$ cat src/rtl/branch_predict_unit.sv
// branch_predict_unit: bimodal BHT/BTB lookup at fetch, branch resolution, training and redirect at execute.
// Tables are untagged and indexed by PC[IDX+1:2]; lookups see pre-edge contents.
module branch_predict_unit #(
   parameter int XLEN      = 32,
   parameter int BHT_DEPTH = 64,
   parameter int CNT_WIDTH = 16
) (
   input  logic                 clk,
   input  logic                 rst_n,
   input  logic [XLEN-1:0]      f_pc,
   output logic                 pred_taken,
   output logic [XLEN-1:0]      pred_target,
   input  logic                 e_valid,
   input  logic [XLEN-1:0]      e_pc,
   input  logic [31:0]          e_ir,
   input  logic [XLEN-1:0]      e_rs1,
   input  logic [XLEN-1:0]      e_rs2,
   input  logic                 e_pred_taken,
   input  logic [XLEN-1:0]      e_pred_target,
   output logic [1:0]           pc_source,
   output logic [XLEN-1:0]      br_target,
   output logic                 redirect_valid,
   output logic [XLEN-1:0]      redirect_pc,
   input  logic                 cnt_clr,
   output logic [CNT_WIDTH-1:0] br_count,
   output logic [CNT_WIDTH-1:0] miss_count
);
   localparam int IDX = $clog2(BHT_DEPTH);

   logic [1:0]           ctr [BHT_DEPTH];
   logic [XLEN-1:0]      tgt [BHT_DEPTH];
   logic [BHT_DEPTH-1:0] vld;
   logic [IDX-1:0]       f_idx, e_idx;
   logic [6:0]           opcode;
   logic [2:0]           funct3;
   logic                 is_br, is_jal, is_jalr, cond, taken, mispredict;
   logic [XLEN-1:0]      imm_b, imm_j, imm_i, pc4, next_pc;
   logic [1:0]           ctr_e, ctr_nxt;
   logic                 unused_ok;

   assign f_idx       = f_pc[IDX+1:2];
   assign e_idx       = e_pc[IDX+1:2];
   assign pred_taken  = vld[f_idx] & ctr[f_idx][1];
   assign pred_target = tgt[f_idx];
   assign unused_ok   = ^{f_pc[XLEN-1:IDX+2], f_pc[1:0]};

   assign opcode  = e_ir[6:0];
   assign funct3  = e_ir[14:12];
   assign is_br   = opcode == 7'b1100011;
   assign is_jal  = opcode == 7'b1101111;
   assign is_jalr = opcode == 7'b1100111;
   assign imm_b   = {{(XLEN-13){e_ir[31]}}, e_ir[31], e_ir[7], e_ir[30:25], e_ir[11:8], 1'b0};
   assign imm_j   = {{(XLEN-21){e_ir[31]}}, e_ir[31], e_ir[19:12], e_ir[20], e_ir[30:21], 1'b0};
   assign imm_i   = {{(XLEN-12){e_ir[31]}}, e_ir[31:20]};
   assign pc4     = e_pc + XLEN'(4);

   always_comb begin
      cond = 1'b0;
      case (funct3)
         3'b000: cond = e_rs1 == e_rs2;
         3'b001: cond = e_rs1 != e_rs2;
         3'b100: cond = $signed(e_rs1) < $signed(e_rs2);
         3'b101: cond = $signed(e_rs1) >= $signed(e_rs2);
         3'b110: cond = e_rs1 < e_rs2;
         3'b111: cond = e_rs1 >= e_rs2;
         default: cond = 1'b0;
      endcase
   end

   assign taken      = (is_br & cond) | is_jal | is_jalr;
   assign br_target  = is_br ? e_pc + imm_b :
                       is_jal ? e_pc + imm_j :
                       is_jalr ? (e_rs1 + imm_i) & ~XLEN'(1) : pc4;
   // pc_source steers the fetch mux, so a not-taken branch selects PC+4
   assign pc_source  = !e_valid ? 2'b00 :
                       is_jalr ? 2'b11 :
                       is_jal ? 2'b10 :
                       (is_br & cond) ? 2'b01 : 2'b00;
   assign next_pc    = taken ? br_target : pc4;
   assign mispredict = (taken != e_pred_taken) | (taken & (e_pred_target != br_target));
   assign ctr_e      = ctr[e_idx];
   assign ctr_nxt    = taken ? (&ctr_e ? ctr_e : ctr_e + 2'd1) : (|ctr_e ? ctr_e - 2'd1 : ctr_e);

   always_ff @(posedge clk or negedge rst_n) begin
      if (!rst_n) begin
         for (int i = 0; i < BHT_DEPTH; i++) begin
            ctr[i] <= 2'b01;
            tgt[i] <= '0;
         end
         vld <= '0;
      end else if (e_valid) begin
         if (is_br) begin
            ctr[e_idx] <= ctr_nxt;
            if (taken) begin
               tgt[e_idx] <= br_target;
               vld[e_idx] <= 1'b1;
            end
         end else if (is_jal) begin
            ctr[e_idx] <= 2'b11;
            tgt[e_idx] <= br_target;
            vld[e_idx] <= 1'b1;
         end else if (!is_jalr && e_pred_taken) begin
            vld[e_idx] <= 1'b0;
         end
      end
   end

   always_ff @(posedge clk or negedge rst_n) begin
      if (!rst_n) begin
         redirect_valid <= 1'b0;
         redirect_pc    <= '0;
      end else begin
         redirect_valid <= e_valid & mispredict;
         redirect_pc    <= next_pc;
      end
   end

   always_ff @(posedge clk or negedge rst_n) begin
      if (!rst_n) begin
         br_count   <= '0;
         miss_count <= '0;
      end else if (cnt_clr) begin
         br_count   <= '0;
         miss_count <= '0;
      end else if (e_valid) begin
         if ((is_br | is_jal | is_jalr) && !(&br_count)) br_count <= br_count + CNT_WIDTH'(1);
         if (mispredict && !(&miss_count)) miss_count <= miss_count + CNT_WIDTH'(1);
      end
   end
endmodule

$ cat config.mk
export PLATFORM = sky130hd
export DESIGN_NAME = branch_predict_unit
export DESIGN_NICKNAME = d
export VERILOG_FILES = /design/src/rtl/branch_predict_unit.sv
export SDC_FILE = /design/constraint.sdc
export NUM_CORES = 2
export LEC_CHECK = 0
export ABC_AREA = 0
export CAP_MARGIN = 15
export CORE_MARGIN = 2
export CORE_UTILIZATION = 50
export DETAILED_ROUTE_END_ITERATION = 6
export PLACE_DENSITY = 0.67
export SYNTH_ARGS = -nofsm -noshare
export SYNTH_HDL_FRONTEND = slang
export SYNTH_SLANG_ARGS = --single-unit
$ cat constraint.sdc
create_clock -name clk -period 6.82 [get_ports clk]
set_input_delay 1.705 -clock clk [delete_from_list [all_inputs] [get_ports clk]]
set_output_delay 1.705 -clock clk [all_outputs]
set_load 0.005 [all_outputs]
Word-level counts from Yosys, hierarchy flattened
Cells that the tools add are included.
W data, S select, Z words.

word-level totals
  register bits after elaboration = 2305
  bits in latches = 0
  memory bits (writable) = 0
  bits in read-only memories = 0
  input port bits = 197
  output and inout bits = 132
  logic and storage cells = 248
  memories = 0

operators by class
  add/subtract/negate cells = 8
  multipliers = 0
  divide/modulo/power cells = 0
  $lt $le $gt $ge = 10
  equality and inequality tests = 13
  shift-type cells = 0
  mux-type cells = 46
  bitwise gates (word level) = 15
  reduce and logical (&&, ||, !) cells = 23

operators with widths
  operator                 number
  $mux W2048               3
  $bwmux W2048             1
  $mux W128                2
  $mux W64                 4
  $mux W32                 7
  $bmux W32 S6             1
  $demux W32 S6            1
  $bwmux W128              1
  $or A128 B128 Y128       1
  $add A32 B32 Y32         3
  $mux W16                 6
  $and A64 B64 Y64         1
  $ge A32 B32 Y1           2
  $lt A32 B32 Y1           2
  $ne A32 B32 Y1           2
  $not A64 Y64             1
  $or A64 B64 Y64          1
  $add A16 B1 Y16 const B  2
  $add A32 B3 Y32 const B  1
  $eq A32 B32 Y1           1
  $reduce_and A16 Y1       2
  $bmux W2 S6              2
  $mux W2                  11
  $eq A7 B7 Y1 const B     3
  26 further kinds         54

Longest topological paths before layout
  word-level depth = 11
  depth in mapped cells = 19
  depth with buffers taken out = 16

Worst setup path before layout
No wires, ideal clock.

  path kind = input-to-output
  from = input e_pc[2]
  to = output br_target[27]
  arrival time = 4.744 ns
  data required time = 5.115 ns
  slack = 0.371 ns
  cell stages on the path = 14
  buffers on the path = 3
  path through = clkbuf_1 -> inv_1 -> fa_1 -> nand2b_1 -> a211oi_1 -> o21ai_0 -> a211oi_1 -> mux2i_1 -> nor2_1 -> and3_1 -> a21oi_1 -> clkbuf_1 -> clkbuf_1 -> inv_1

on the way
  word-level cells in the longest chain between the ends = 4
  elaborated cells between the ends (all ways) = 6
  classes of those cells = add/sub: 3; mux: 3

ends and longest elaborated chain
  element             line  RTL
  start: declaration  14    input logic [XLEN-1:0] e_pc,
  $add A32 B3 Y32     55    assign pc4 = e_pc + XLEN'(4);
  $mux W32            73    is_jalr ? (e_rs1 + imm_i) & ~XLEN'(1) : pc4;
  $mux W32            72    is_jal ? e_pc + imm_j :
  $mux W32 (*)        71    assign br_target = is_br ? e_pc + imm_b :
  end: declaration    21    output logic [XLEN-1:0] br_target,

Every way passes the cells marked *; elsewhere a longest branch is shown, timed or not.

Worst setup path after layout
  from = input e_rs1[2]
  to = output br_target[29]

on the way
  word-level cells in the longest chain between the ends = 4

ends and longest elaborated chain
  element             line  RTL
  start: declaration  16    input logic [XLEN-1:0] e_rs1,
  $add A32 B32 Y32    73
  $mux W32            73
  $mux W32            72
  $mux W32            71

Every way passes these cells.

==> impl_results.md <==
- Minimum clock period: approximately 7 ns
- Peak supply drop: approximately 0.00024 V
- Setup crit end kind: output port
- Violated checks: setup timing
- WL final: around 360 mm
- Total Routing Usage GR: 0.3294
- Hold Crit Class: flip-flop to flip-flop
- # rows: 171
- Syn. warnings: 0
- Total CTS buffers: approximately 230
- Post-DP HPWL: 238.6 mm
- Highest-count cells in the layout ignoring fill and taps: 2,380 x nand2_1, 2,241 x dfrtp_1, 2,205 x o21ai_0, 674 x buf_4, 663 x mux4_2
- Maxcap violations: 0
- Synthesized flop and latch total: 2,305
- Final GP Congestion: 0.9680
- Main combinational cell family by area after synthesis: compound AO/OA/AOI/OAI gates
- IO Port Bufs: slightly above 300
- Main synth FF type: dfrtp_1
- Tightest Pin Transition: 1.208 ns
- Top sig layer: met5
- Initial Util: 0.5016
- Final hold vios: 0
- Met3 wire length: ~30 mm
- Clock sink count: roughly 2,300
- Clk pin slew, worst setup/hold paths: approximately 0.06 ns
- Final net count: 11,137
- Cell Pwr Density: between 200 and 250 mW/mm^2
- Routed length per instance: roughly 26 um
- CP max FO: 3
- Syn avg cell area: about 10 um^2
- TNS Setup: -0.1255 ns
- CTS tree: done
- Post-synthesis sequential area ratio: 0.5319
- Vias in the first global route: 86,012
- Clock Tree Buf Depth: 3
- Cell at the slowest stage of the critical path: clkdlybuf4s50_1
- Compound-cell area share of the yosys netlist: 0.1482
- Die X: approximately 470 um
- Clock Latency Late Sink: around 0.9 ns
- CP top delay family: buffers and inverters
- Die area: approximately 0.22 mm^2
- CP required: between 5 and 6 ns
- Congestion Overflow GR: 0
- R2R Setup Slk: about 4 ns
- Core area: roughly 0.22 mm^2
- Die height: roughly 470 um
- Xor/xnor share of the synthesized area: 0.007662
- Critical Path Max Stage Delay: around 0.52 ns
- Mux share of post-synthesis cell area: 0.1434
- First-pass GRT wire length: ~550 mm
- 1st-pass router iterations: 6
- Most common cell after layout, fill and taps aside: nand2_1
- Post-synth EDFFs: 0
- Final worst setup slack: -0.1056 ns
- Vias/cell: 6.202
- P&R area growth vs syn: 19.25%
- Synth Area in Adders: 0.01300
- Root buffer cell: clkbuf_16
- DR iter-0 viols: roughly 9,400
- Routed wl met2: 170.4 mm
- WS Path Type: primary input to output port
- H-tree depth: 4
- Crit path launch type: primary input
- Final Max Tran Viols: 0
- Post-Synthesis Cells: between 10,000 and 15,000
- IO Pins: between 300 and 400
- Async SR Flop Fraction: 1.000
- Buf/Inv on CP: 4
- Mapped cell area: 0.1086 mm^2
- Crit-path cells: clkdlybuf4s50_1 > ha_1 > buf_4 > nand4_1 > a21oi_2 > o211ai_1 > o211ai_1 > nand4_1 > a21oi_1 > or4_1 > o21a_2 > inv_1 > clkdlybuf4s50_1
- Syn_nets: 10,742
- Fin crit share: 1.015
- Fmax achieved: about 0.14 GHz
- RSZ-0062 raised after global routing: yes
- Routed Antenna Nets: 0
- DRC: 0
- Clock skew: about 0.043 ns
- Yosys cell types: 90
- Largest net degree at the start of global routing: roughly 200
- Final Util: 0.5981
- Slew Limit Headroom: 0.1949
- Final instance area: between 0.1 and 0.15 mm^2
- Post-Synth Simple-Gate Area: 0.1194
- Vias post-DR: between 80,000 and 90,000
- Total leakage power: about 56 nW
- DRT met1 WL: ~150 mm
- Outcome: finished with violations
- Initial antenna violation count: 19
- Final setup viols: 2
- Post-DP Area: approximately 0.12 mm^2
- Crit path DAT: between 5 and 6 ns
- Share of cells above drive strength 1: 0.2009
## tightest hold or removal path, delay by kind of cell (launching register included)
family / cells / cell delay (ns)
flops: 1 / 0.34
simple gates: 1 / 0.04
compound gates: 1 / 0.06
## flip-flops by register name, summed over array words and instances, names as in the netlist, named ones only
| signal | flops |
|---|---|
| br_count | 16 |
| ctr | 128 |
| miss_count | 16 |
| redirect_pc | 32 |
| redirect_valid | 1 |
| tgt | 2048 |
## path summary, 6_finish.rpt
path,start,to,cells past startpoint
setup / recovery,e_rs1[2],br_target[29],13
hold / removal,tgt[1689],tgt[1689],2
setup reg to reg,br_count[6],br_count[10],9
hold reg to reg,tgt[1689],tgt[1689],2
max in group asynchronous,rst_n,tgt[522],2
min in group asynchronous,rst_n,tgt[1497],1
## synthesized netlist by cell type (29+ instances only)
| cell type | number | area, um^2 |
|---|---|---|
| mux4_2 | 663 | 14930 |
| buf_1 | 70 | 262.8 |
| nand4_1 | 70 | 437.9 |
| dfrtp_1 | 2241 | 56080 |
| nand2_1 | 2389 | 8967 |
| o211ai_1 | 29 | 217.7 |
| a22oi_1 | 73 | 548.0 |
| o21a_1 | 33 | 247.7 |
| a31oi_1 | 33 | 206.5 |
| clkbuf_1 | 869 | 3262 |
| o21ai_0 | 2220 | 11110 |
| nand3_1 | 135 | 675.7 |
| dfstp_2 | 64 | 1682 |
| o31ai_1 | 78 | 585.6 |
| ha_1 | 108 | 1351 |
| a21oi_1 | 313 | 1567 |
| xnor2_1 | 44 | 385.4 |
| nor2_1 | 345 | 1295 |
| nor3_1 | 54 | 270.3 |
| xor2_1 | 51 | 446.7 |
| inv_1 | 97 | 364.1 |
| mux2i_1 | 42 | 420.4 |
## cell type report
class                           instances  area [um^2]
Inverter                               98        367.9
Antenna cell                            9        22.52
Multi-Input combinational cell       7079        48820
Timing Repair Buffer                 1113        10830
Clock buffer                          349         6905
Fill cell                           17579        87010
Clock inverter                         93         1235
Sequential cell                      2305        57760
Tap cell                             2854         3571
## where the power goes
group / total (mW) / internal, mW / switching, mW
Combinational: 2.78 / 1.01 / 1.77
Clock: 13.5 / 7.84 / 5.62
Sequential: 13.8 / 13.8 / 0.0455
Total: 30.1 / 22.6 / 7.44
## routing by layer
layer	vias up	track usage
li1	37737	-
met1	43876	0.4578
met2	3806	0.5205
met3	772	0.06417
met4	12	0.1160
met5	-	0
## metrics by stage
stage	cells	setup WS, ns	hold slack, ns	power, mW
3_5_place_dp	13432	-0.6211	0.4647	16.71
3_3_place_gp	13432	-0.6817	0.4560	16.67
5_1_grt	13894	-0.1281	0.4896	30.93
4_1_cts	13878	-0.05743	0.4777	30.09
2_1_floorplan	10434	0.3710	0.4446	15.22
6_report	13900	-0.1056	0.4722	30.05
## kinds of logic (layout without fill, tap and decap cells)
group                      after synthesis  after routing
buffers and inverters                 1050           1653
AOI/OAI and AO/OA                     2969           2969
DFF                                   2305           2305
muxes                                  724            724
adders and majority gates              111            111
xor gates and xnor gates                95             95
and+or+nand+nor                       3180           3180
other                                    0              9
## timing repair
| action | 4_1_cts | 5_1_grt |
|---|---|---|
| buffers inserted | 4 | 13 |
| endpoints found under the setup margin | 22 | 23 |
| resized for setup | 85 | 120 |
| pin swaps | 14 | 31 |
| hold buffers | 0 | 0 |
Power figures use the tool's default switching activity.
